[config.mk]
export PLATFORM = sky130hd
export DESIGN_NAME = motor_speed_ctrl_flat
export DESIGN_NICKNAME = d
export VERILOG_FILES = /design/src/rtl/motor_ctrl_pkg.sv /design/src/rtl/motor_speed_ctrl_if.sv /design/src/rtl/quad_decoder.sv /design/src/rtl/motor_speed_ctrl.sv /design/src/flat_wrapper.sv
export SDC_FILE = /design/constraint.sdc
export NUM_CORES = 1
export LEC_CHECK = 0
export ABC_AREA = 1
export CELL_PAD_IN_SITES_DETAIL_PLACEMENT = 1
export CELL_PAD_IN_SITES_GLOBAL_PLACEMENT = 1
export CORE_MARGIN = 2
export CORE_UTILIZATION = 25
export CTS_BUF_LIST = sky130_fd_sc_hd__clkbuf_8
export CTS_CLUSTER_DIAMETER = 50
export DETAILED_ROUTE_END_ITERATION = 10
export PLACE_DENSITY = 0.46
export SLEW_MARGIN = 5
export SYNTH_ARGS = -nofsm -noshare
export SYNTH_HDL_FRONTEND = slang
export SYNTH_HIERARCHICAL = 1
export SYNTH_SLANG_ARGS = --single-unit
[constraint.sdc]
create_clock -name clk -period 10.9 [get_ports clk]
set_clock_uncertainty 0.2 [all_clocks]
set_input_delay 2.725 -clock clk [delete_from_list [all_inputs] [get_ports clk]]
set_output_delay 2.725 -clock clk [all_outputs]
set_load 0.01 [all_outputs]
[src/rtl/motor_ctrl_pkg.sv]
// Shared types and defaults for the closed-loop motor speed controller.
// Also provides the saturation helper used when a speed window closes.
package motor_ctrl_pkg;

   typedef enum logic [1:0] {ST_IDLE, ST_RUN, ST_STALL} state_t;

   typedef logic signed [15:0] speed_t;

   localparam int DEF_PWM_PERIOD = 2500;
   localparam int DEF_SAMPLE_DIV = 50000;

   // Clamp the 17-bit window count into the symmetric 16-bit speed range.
   function automatic speed_t sat_speed(input logic signed [16:0] acc);
      if (acc > 17'sd32767)
         return 16'sh7fff;
      else if (acc < -17'sd32767)
         return -16'sd32767;
      return acc[15:0];
   endfunction

endpackage

[src/rtl/motor_speed_ctrl_if.sv]
// Software-facing setpoint handshake and speed/fault readback bundle.
interface motor_speed_ctrl_if;
   import motor_ctrl_pkg::*;

   logic   sp_valid;
   logic   sp_ready;
   speed_t sp_data;
   speed_t speed;
   logic   fault;

   modport master (output sp_valid, sp_data, input sp_ready, speed, fault);
   modport slave  (input sp_valid, sp_data, output sp_ready, speed, fault);

endinterface

[src/rtl/quad_decoder.sv]
// Quadrature encoder front end: two-flop synchronizers plus Gray-step decode.
// step pulses for one clk per valid single-phase change; dir = 1 when A leads.
module quad_decoder (
   input  logic clk,
   input  logic reset_n,
   input  logic enc_a,
   input  logic enc_b,
   output logic step,
   output logic dir
);

   logic [1:0] r_sync_a;
   logic [1:0] r_sync_b;
   logic       r_prev_a;
   logic       r_prev_b;

   // NOTE: non-blocking assignments keep the shift chain a true two-stage delay.
   always_ff @(posedge clk or negedge reset_n) begin
      if (!reset_n) begin
         r_sync_a <= '0;
         r_sync_b <= '0;
         r_prev_a <= 1'b0;
         r_prev_b <= 1'b0;
      end else begin
         r_sync_a <= {r_sync_a[0], enc_a};
         r_sync_b <= {r_sync_b[0], enc_b};
         r_prev_a <= r_sync_a[1];
         r_prev_b <= r_sync_b[1];
      end
   end

   // Exactly one phase changed; a simultaneous change cancels out.
   assign step = (r_sync_a[1] ^ r_prev_a) ^ (r_sync_b[1] ^ r_prev_b);
   assign dir  = r_sync_a[1] ^ r_prev_b;

endmodule

[src/rtl/motor_speed_ctrl.sv]
// Encoder speed measurement, incremental P loop and two-line PWM drive.
// Stall detection is built only when MOTOR_STALL_DETECT_EN is defined.
module motor_speed_ctrl
   import motor_ctrl_pkg::*;
#(
   parameter int PWM_PERIOD = DEF_PWM_PERIOD,
   parameter int SAMPLE_DIV = DEF_SAMPLE_DIV,
   parameter int DUTY_W     = 12,
   parameter int KP_SHIFT   = 4
`ifdef MOTOR_STALL_DETECT_EN
   ,
   parameter int STALL_SAMPLES = 8
`endif
) (
   input  logic                clk,
   input  logic                reset_n,
   input  logic                enable,
   input  logic                enc_a,
   input  logic                enc_b,
   motor_speed_ctrl_if.slave   sp_if,
   output logic [1:0]          pwm_out
);

   localparam int CMD_W  = DUTY_W + 1;
   localparam int DIV_W  = $clog2(SAMPLE_DIV);
   localparam int PWM_CW = $clog2(PWM_PERIOD);

   typedef logic signed [CMD_W-1:0] cmd_t;

   logic                    w_step, w_dir, w_tick, w_pwm_wrap, w_cmd_sign;
   logic [DIV_W-1:0]        r_div_cnt;
   logic                    r_tick_d;
   logic signed [16:0]      r_acc, w_step_val, w_err, w_err_sh;
   speed_t                  r_speed, r_sp;
   logic                    r_sp_ready;
   state_t                  r_state;
   cmd_t                    r_cmd, w_cmd_next;
   int                      w_sum;
   logic [CMD_W-1:0]        w_cmd_abs, r_duty;
   logic [PWM_CW-1:0]       r_pwm_cnt;
   logic                    r_dir, r_dead;
   logic [1:0]              r_pwm_out, w_pwm_drive;

   quad_decoder u_quad (
      .clk     (clk),
      .reset_n (reset_n),
      .enc_a   (enc_a),
      .enc_b   (enc_b),
      .step    (w_step),
      .dir     (w_dir)
   );

   assign w_tick     = (r_div_cnt == DIV_W'(SAMPLE_DIV - 1));
   assign w_step_val = w_step ? (w_dir ? 17'sd1 : -17'sd1) : 17'sd0;

   // A step landing in the tick cycle seeds the new window.
   always_ff @(posedge clk or negedge reset_n) begin
      if (!reset_n) begin
         r_div_cnt <= '0;
         r_tick_d  <= 1'b0;
         r_acc     <= '0;
         r_speed   <= '0;
         r_sp      <= '0;
      end else begin
         r_div_cnt <= w_tick ? '0 : r_div_cnt + DIV_W'(1);
         r_tick_d  <= w_tick;
         if (w_tick) begin
            r_speed <= sat_speed(r_acc);
            r_acc   <= w_step_val;
         end else begin
            r_acc <= r_acc + w_step_val;
         end
         if (sp_if.sp_valid && r_sp_ready)
            r_sp <= sp_if.sp_data;
      end
   end

   assign w_err      = {r_sp[15], r_sp} - {r_speed[15], r_speed};
   assign w_err_sh   = w_err >>> KP_SHIFT;
   assign w_sum      = int'(r_cmd) + int'(w_err_sh);
   assign w_cmd_sign = r_cmd[CMD_W-1];
   assign w_cmd_abs  = w_cmd_sign ? CMD_W'(-r_cmd) : CMD_W'(r_cmd);

   // NOTE: every always_comb output gets a default first so no latch is inferred.
   always_comb begin
      w_cmd_next = cmd_t'(w_sum);
      if (w_sum > PWM_PERIOD)
         w_cmd_next = cmd_t'(PWM_PERIOD);
      else if (w_sum < -PWM_PERIOD)
         w_cmd_next = cmd_t'(-PWM_PERIOD);
   end

`ifdef MOTOR_STALL_DETECT_EN
   localparam int STALL_CW = $clog2(STALL_SAMPLES + 1);
   logic [STALL_CW-1:0] r_stall_cnt;
   logic                r_fault;
   logic                w_stalled;

   assign w_stalled   = (w_cmd_abs == CMD_W'(PWM_PERIOD)) && (r_speed == '0);
   assign sp_if.fault = r_fault;
`else
   assign sp_if.fault = 1'b0;
`endif

   always_ff @(posedge clk or negedge reset_n) begin
      if (!reset_n) begin
         r_state    <= ST_IDLE;
         r_cmd      <= '0;
         r_sp_ready <= 1'b0;
`ifdef MOTOR_STALL_DETECT_EN
         r_stall_cnt <= '0;
         r_fault     <= 1'b0;
`endif
      end else begin
         r_sp_ready <= 1'b1;
         case (r_state)
            ST_IDLE: begin
               r_cmd <= '0;
               if (enable)
                  r_state <= ST_RUN;
            end
            ST_RUN: begin
               if (!enable) begin
                  r_state <= ST_IDLE;
                  r_cmd   <= '0;
`ifdef MOTOR_STALL_DETECT_EN
                  r_stall_cnt <= '0;
`endif
               end else if (r_tick_d) begin
                  r_cmd <= w_cmd_next;
`ifdef MOTOR_STALL_DETECT_EN
                  if (!w_stalled) begin
                     r_stall_cnt <= '0;
                  end else if (r_stall_cnt == STALL_CW'(STALL_SAMPLES - 1)) begin
                     r_state     <= ST_STALL;
                     r_cmd       <= '0;
                     r_fault     <= 1'b1;
                     r_sp_ready  <= 1'b0;
                     r_stall_cnt <= '0;
                  end else begin
                     r_stall_cnt <= r_stall_cnt + STALL_CW'(1);
                  end
`endif
               end
            end
            ST_STALL: begin
               r_cmd <= '0;
               if (!enable) begin
                  r_state <= ST_IDLE;
`ifdef MOTOR_STALL_DETECT_EN
                  r_fault <= 1'b0;
`endif
               end else begin
                  r_sp_ready <= 1'b0;
               end
            end
            default: r_state <= ST_IDLE;
         endcase
      end
   end

   assign w_pwm_wrap = (r_pwm_cnt == PWM_CW'(PWM_PERIOD - 1));

   always_comb begin
      w_pwm_drive = 2'b00;
      if (enable && r_state == ST_RUN && !r_dead && CMD_W'(r_pwm_cnt) < r_duty)
         w_pwm_drive = r_dir ? 2'b10 : 2'b01;
   end

   // A nonzero command of opposite sign buys one fully-off period first.
   always_ff @(posedge clk or negedge reset_n) begin
      if (!reset_n) begin
         r_pwm_cnt <= '0;
         r_duty    <= '0;
         r_dir     <= 1'b0;
         r_dead    <= 1'b0;
         r_pwm_out <= 2'b00;
      end else begin
         if (w_pwm_wrap) begin
            r_pwm_cnt <= '0;
            r_duty    <= w_cmd_abs;
            if (w_cmd_abs != '0 && w_cmd_sign != r_dir) begin
               r_dir  <= w_cmd_sign;
               r_dead <= 1'b1;
            end else begin
               r_dead <= 1'b0;
            end
         end else begin
            r_pwm_cnt <= r_pwm_cnt + PWM_CW'(1);
         end
         r_pwm_out <= w_pwm_drive;
      end
   end

   assign sp_if.sp_ready = r_sp_ready;
   assign sp_if.speed    = r_speed;
   assign pwm_out        = r_pwm_out;

endmodule

[src/flat_wrapper.sv]
// flat-port wrapper written by rule: the top's interface ports become plain ports
module motor_speed_ctrl_flat import motor_ctrl_pkg::*;
#(
   parameter int PWM_PERIOD = DEF_PWM_PERIOD,
   parameter int SAMPLE_DIV = DEF_SAMPLE_DIV,
   parameter int DUTY_W     = 12,
   parameter int KP_SHIFT   = 4

)
  (clk, reset_n, enable, enc_a, enc_b, pwm_out, sp_if_sp_valid, sp_if_sp_data, sp_if_sp_ready, sp_if_speed, sp_if_fault);
  motor_speed_ctrl_if sp_if_i ();
  input  logic clk;
  input  logic reset_n;
  input  logic enable;
  input  logic enc_a;
  input  logic enc_b;
  output logic [1:0] pwm_out;
  input wire logic [$bits(sp_if_i.sp_valid)-1:0] sp_if_sp_valid;
  input wire logic [$bits(sp_if_i.sp_data)-1:0] sp_if_sp_data;
  output wire logic [$bits(sp_if_i.sp_ready)-1:0] sp_if_sp_ready;
  output wire logic [$bits(sp_if_i.speed)-1:0] sp_if_speed;
  output wire logic [$bits(sp_if_i.fault)-1:0] sp_if_fault;
  assign sp_if_i.sp_valid = sp_if_sp_valid;
  assign sp_if_i.sp_data = sp_if_sp_data;
  assign sp_if_sp_ready = sp_if_i.sp_ready;
  assign sp_if_speed = sp_if_i.speed;
  assign sp_if_fault = sp_if_i.fault;
  motor_speed_ctrl #(.PWM_PERIOD(PWM_PERIOD), .SAMPLE_DIV(SAMPLE_DIV), .DUTY_W(DUTY_W), .KP_SHIFT(KP_SHIFT)) u_core (.clk(clk), .reset_n(reset_n), .enable(enable), .enc_a(enc_a), .enc_b(enc_b), .sp_if(sp_if_i), .pwm_out(pwm_out));
endmodule
# After elaboration in Yosys (flattened, before gate mapping)
# Index checks and enable logic that the tools add are counted.
totals:
  ff_bits: 117
  latch_bits: 0
  mem_bits_rw: 0
  romBits: 0
  in_bits: 22
  elab_cells: 79
  memories: 0
classes:
  add_sub_neg: 6
  n_mul: 0
  div_mod_pow: 0
  magnitude_cmp: 5
  eq_ne: 8
  shifts: 0
  n_mux: 25
  n_bitwise: 4
  n_reduce_logical: 14
ops:
  columns: ["operator", "n"]
  rows:
  - ["$mux 13", 5]
  - ["$mux 16", 4]
  - ["$mux 17", 3]
  - ["$gt 32x13->1 const B", 1]
  - ["$lt 32x13->1 const B", 1]
  - ["$pmux 13 s2", 1]
  - ["$add 17x17->17", 1]
  - ["$gt 17x16->1 const B", 1]
  - ["$lt 17x16->1 const B", 1]
  - ["$sub 16x16->17", 1]
  - ["$add 16x1->16 const B", 1]
  - ["$eq 16x16->1 const B", 1]
  - ["$add 13x13->14", 1]
  - ["$lt 12x13->1", 1]
  - ["$neg 13->13", 1]
  - ["$reduce_bool 13->1", 1]
  - ["$add 12x1->12 const B", 1]
  - ["$eq 12x12->1 const B", 1]
  - ["$mux 12", 1]
  - ["$mux 2", 4]
  - ["$mux 1", 6]
  - ["$reduce_and 2->1", 3]
  - ["$logic_and 1x1->1", 5]
  - ["$ne 2x2->1 const B", 2]
  - ["other kinds (10)", 14]

# Depth between registers and ports, before layout
depth:
  ltp_word: 8
  mapped_depth: 31
  depth_no_buf: 30

# By module
# Netlist, hierarchy kept.
by_module_without_submodules:
  columns: ["mod", "instances", "cells_each", "area_per_inst_um2"]
  rows:
  - ["motor_speed_ctrl", 1, 979, 7450.9]
  - ["quad_decoder", 1, 26, 230.2]

# Worst setup path after synthesis
# No wires, ideal clock.
synth_timing:
  path_kind: "in2reg"
  start: "input port sp_if_sp_valid"
  end: "register u_core.r_sp[10]"
  setup_time_ns: 0.125
  arrival_ns: 3.622
  setup_slack_ns: 6.954
  stages: 3
  path_buffers: 1
  path_cell_list: "nand2_1 -> clkbuf_1 -> mux2_2"
synth_between:
  elab_chain_cells: 1
synth_lines:
  columns: ["item", "line_no", "source"]
  rows:
  - ["start: declaration", "flat_wrapper.sv:18", "input wire logic [$bits(sp_if_i.sp_valid)-1:0] sp_if_sp_valid;"]
  - ["$logic_and 1x1->1", "motor_speed_ctrl.sv:73", "if (sp_if.sp_valid && r_sp_ready)"]
  - ["end signal: assignment", "motor_speed_ctrl.sv:74", "r_sp <= sp_if.sp_data;"]
  - ["end: declaration", "motor_speed_ctrl.sv:34", "speed_t r_speed, r_sp;"]
# No other way between the ends.
# A chain may end at the register's enable or synchronous reset.

# Final worst setup path
layout_timing:
  start: "register u_core.r_speed[9], in the netlist u_core/sp_if.speed[9]"
  end: "output port sp_if_speed[9]"
layout_lines:
  columns: ["item", "line_no", "source"]
  rows:
  - ["start: declaration", "motor_speed_ctrl.sv:34", null]
  - ["start signal: assignment", "motor_speed_ctrl.sv:68", "r_speed <= sat_speed(r_acc);"]
  - ["end: declaration", "flat_wrapper.sv:21", "output wire logic [$bits(sp_if_i.speed)-1:0] sp_if_speed;"]
# No word-level cell between the ends.

==> flow_summary.json <==
{
  "numCtsBuffers": 17,
  "period_share": 0.398,
  "cts_resized": 0,
  "cp_data_required_time_ns": 7.98,
  "synth-edff-count": 0,
  "slowest_delay_ns": 0.57,
  "initial_core_util": 0.252,
  "post_cts_buffers": 0,
  "fmax_mhz": 230,
  "reg2reg_to": "u_core/r_cmd[9]$_DFFE_PN0P_",
  "die_h_um": 179,
  "yosysWarnings": 6,
  "min-delay-start": "u_core/u_quad/r_sync_a[0]$_DFF_PN0_",
  "power.leakage_nw": 4.49,
  "path_cells": "clkdlybuf4s50_1",
  "rsz0062_at_grt": "false",
  "critical_path_buf_inv_count": 1,
  "ant_nets": 0,
  "core-area_mm2": 0.0304,
  "vias_per_cell": 4.55,
  "synth_area_mm2": 0.00768,
  "drtPass1Iterations": 6,
  "tns_ns": 0,
  "path_max_fanout": 2,
  "maxCapViolCount": 0,
  "place_inst": 1427,
  "drcViolationCount": 0,
  "worst_pin_slew_ns": 1.07,
  "startpoint_type": "register",
  "clockBufferDepth": 2,
  "clk_latency_ns": 0.45,
  "hp-class": "reg2reg",
  "whs_ns": 0.152,
  "critPathKind": "reg2out",
  "rrSetupSlack_ns": 6.57,
  "hpwl_um": 18400,
  "gr-usage-met3": 0.0327,
  "cts-hold-fix-buffers": 0,
  "hold_end": "u_core/u_quad/r_sync_a[1]$_DFF_PN0_",
  "syn_inst": 1005,
  "arrival_ns": 1.42,
  "max-slew-margin-rel": 0.286,
  "setup_viol": 0,
  "dieWidth_um": 179,
  "htreeDepth": 4,
  "grt_overflow": 0,
  "synth_cell_types": 41,
  "ios": 42,
  "drive_gt1_frac": 0.0669,
  "cts-root-buf": "clkbuf_8",
  "hold_depth": 0,
  "nets": 1136,
  "grt_pass1_wl_um": 38400,
  "r2r.worst_path.cells": 23,
  "grt_usage": 0.156,
  "async_flop_share": 1.00,
  "route.detailed.wl_per_inst_um": 16.0,
  "ys_ff_latch": 116,
  "critPathTopFamily": "buffers and inverters",
  "initialDrtViolationCount": 228,
  "grt_pass1_vias": 7103,
  "synth.avg_cell_area_um2": 7.64,
  "die_area_mm2": 0.0321,
  "via_count": 6639,
  "grt_max_degree": 60,
  "pwr_density_cell_mw_per_mm2": 164,
  "layout.cells.non_filler": 1459,
  "met1_usage": 0.196,
  "numClockSinks": 116,
  "min_period_ns": 4.34,
  "area_delta_synth_final_pct": 16.0,
  "clk_pin_slew_worst_paths_ns": 0.07,
  "drt_wl_total_um": 23400,
  "port_buffers": 40,
  "status": "completed",
  "tritoncts": "done",
  "ys_seq_area_frac": 0.378,
  "place_congestion": 0.762,
  "finalMaxSlewViolations": 0,
  "synthFlopType": "dfrtp_1",
  "r2r-start": "u_core/sp_if.speed[1]$_DFFE_PN0P_",
  "peakVddDrop_uv": 67.1,
  "end_kind": "primary output",
  "antenna_found_initial": 2,
  "worst_path_max_delay_cell": "clkdlybuf4s50_1",
  "grtUsageMet2": 0.274,
  "num_rows": 64,
  "top_usage_layer": "met2",
  "finalHoldViolCount": 0,
  "syn_nets": 1091
}
[Yosys cell counts (2+ instances only)]
cell type	instances	share of area
a21boi_0	3	0.0029
a21o_1	2	0.0020
a21oi_1	56	0.036
a22oi_1	14	0.014
a31oi_1	5	0.0041
and2_1	2	0.0016
buf_6	2	0.0029
clkbuf_1	11	0.0054
conb_1	2	0.00098
dfrtp_1	116	0.38
fa_1	2	0.0052
ha_1	62	0.10
inv_1	149	0.073
inv_2	3	0.0015
mux2_2	16	0.023
nand2_1	255	0.12
nand2_2	9	0.0073
nand3_1	48	0.031
nand3_2	2	0.0026
nand3b_1	3	0.0029
nand4_1	25	0.020
nor2_1	68	0.033
nor2_2	2	0.0016
nor3_1	16	0.010
nor4_1	13	0.011
o211ai_1	3	0.0029
o21ai_0	61	0.040
o21bai_1	6	0.0059
or2_2	4	0.0033
xnor2_1	9	0.010
xor2_1	26	0.030
[worst reg2reg max path: cells and delay by family (launching register included)]
| kind | cells | cell delay (ns) |
|---|---|---|
| flops | 1 | 0.36 |
| xor+xnor | 2 | 0.55 |
| buf+inv | 2 | 0.16 |
| fa+ha+maj | 2 | 0.63 |
| compound gates | 6 | 1.26 |
| simple gates | 11 | 1.06 |
[layout make-up]
type | instances | area [µm²]
fillers | 3724 | 21500
multi-input cells | 721 | 4120
flip-flops and latches | 116 | 2900
inverters | 152 | 571
well taps | 396 | 495
repair buffers | 42 | 413
clock buffers | 19 | 262
clock inverters | 12 | 140
diodes | 1 | 2.50
[per-stage QoR]
stage	total power (W)	setup slack, ns	util	area [µm²]
6_report	0.00146	6.56	0.293	8910
5_1_grt	0.00159	5.97	0.293	8910
4_1_cts	0.00149	6.40	0.293	8910
3_5_place_dp	0.00105	6.31	0.280	8510
3_3_place_gp	0.00105	6.33	0.280	8510
2_1_floorplan	0.000895	6.95	-	7680
[cells by family after synthesis]
group,count (synthesis),synth area share
fa+ha+maj,64,0.106
compound gates,155,0.113
buf+inv,168,0.0860
simple gates,449,0.252
mux,16,0.0235
other cells,2,0.000978
xor+xnor,35,0.0399
flops,116,0.378
[cells in the final DEF, fill, tap and decap left out, types with 4 or more instances in the layout]
master and n:
a22oi_1 14, nor2_1 68, inv_1 152, clkbuf_8 19
clkdlybuf4s50_1 39, nand4_1 25, dfrtp_1 116, nand2_1 255
a21oi_1 56, xor2_1 26, o21bai_1 6, xnor2_1 9
nand2_2 9, or2_2 4, nand3_1 48, ha_1 62
nor3_1 16, mux2_2 16, o21ai_0 61, nor4_1 12
a31oi_1 5
[registers in the layout, indices dropped and copies added (netlist names)]
name / cells
u_core/pwm_out: 2
u_core/r_acc: 17
u_core/r_cmd: 13
u_core/r_dead: 1
u_core/r_dir: 1
u_core/r_div_cnt: 16
u_core/r_duty: 13
u_core/r_pwm_cnt: 12
u_core/r_sp: 16
u_core/r_state: 1
u_core/r_tick_d: 1
u_core/sp_if.sp_ready: 1
u_core/sp_if.speed: 16
u_core/u_quad/r_prev_a: 1
u_core/u_quad/r_prev_b: 1
u_core/u_quad/r_sync_a: 2
u_core/u_quad/r_sync_b: 2
[report_power, final]
part	leakage [nW]	internal (W)	total (W)	switching (W)
clock	0.211	0.000233	0.000426	0.000193
sequential	1.50	0.000478	0.000525	0.0000473
combinational	2.78	0.000184	0.000507	0.000324
[metal layers]
layer	vias to the layer above	part of all wire
met5	-	0.00043
met4	2	0.010
met3	17	0.022
met2	34	0.50
met1	3208	0.47
li1	3378	-
[worst max path at each step]
stage | from | endpoint | slack, ns | depth (start not counted)
6_report | u_core/sp_if.speed[9]$_DFFE_PN0P_ | sp_if_speed[9] | 6.56 | 1
5_1_grt | u_core/sp_if.speed[1]$_DFFE_PN0P_ | u_core/r_cmd[9]$_DFFE_PN0P_ | 5.97 | 25
4_1_cts | u_core/sp_if.speed[1]$_DFFE_PN0P_ | u_core/r_cmd[9]$_DFFE_PN0P_ | 6.40 | 23
3_5_place_dp | enable | u_core/r_cmd[6]$_DFFE_PN0P_ | 6.31 | 5
3_3_place_gp | enable | u_core/r_cmd[2]$_DFFE_PN0P_ | 6.33 | 5
2_1_floorplan | sp_if_sp_valid | u_core/r_sp[10]$_DFFE_PN0P_ | 6.95 | 3
(Power assumes the default switching activity.)
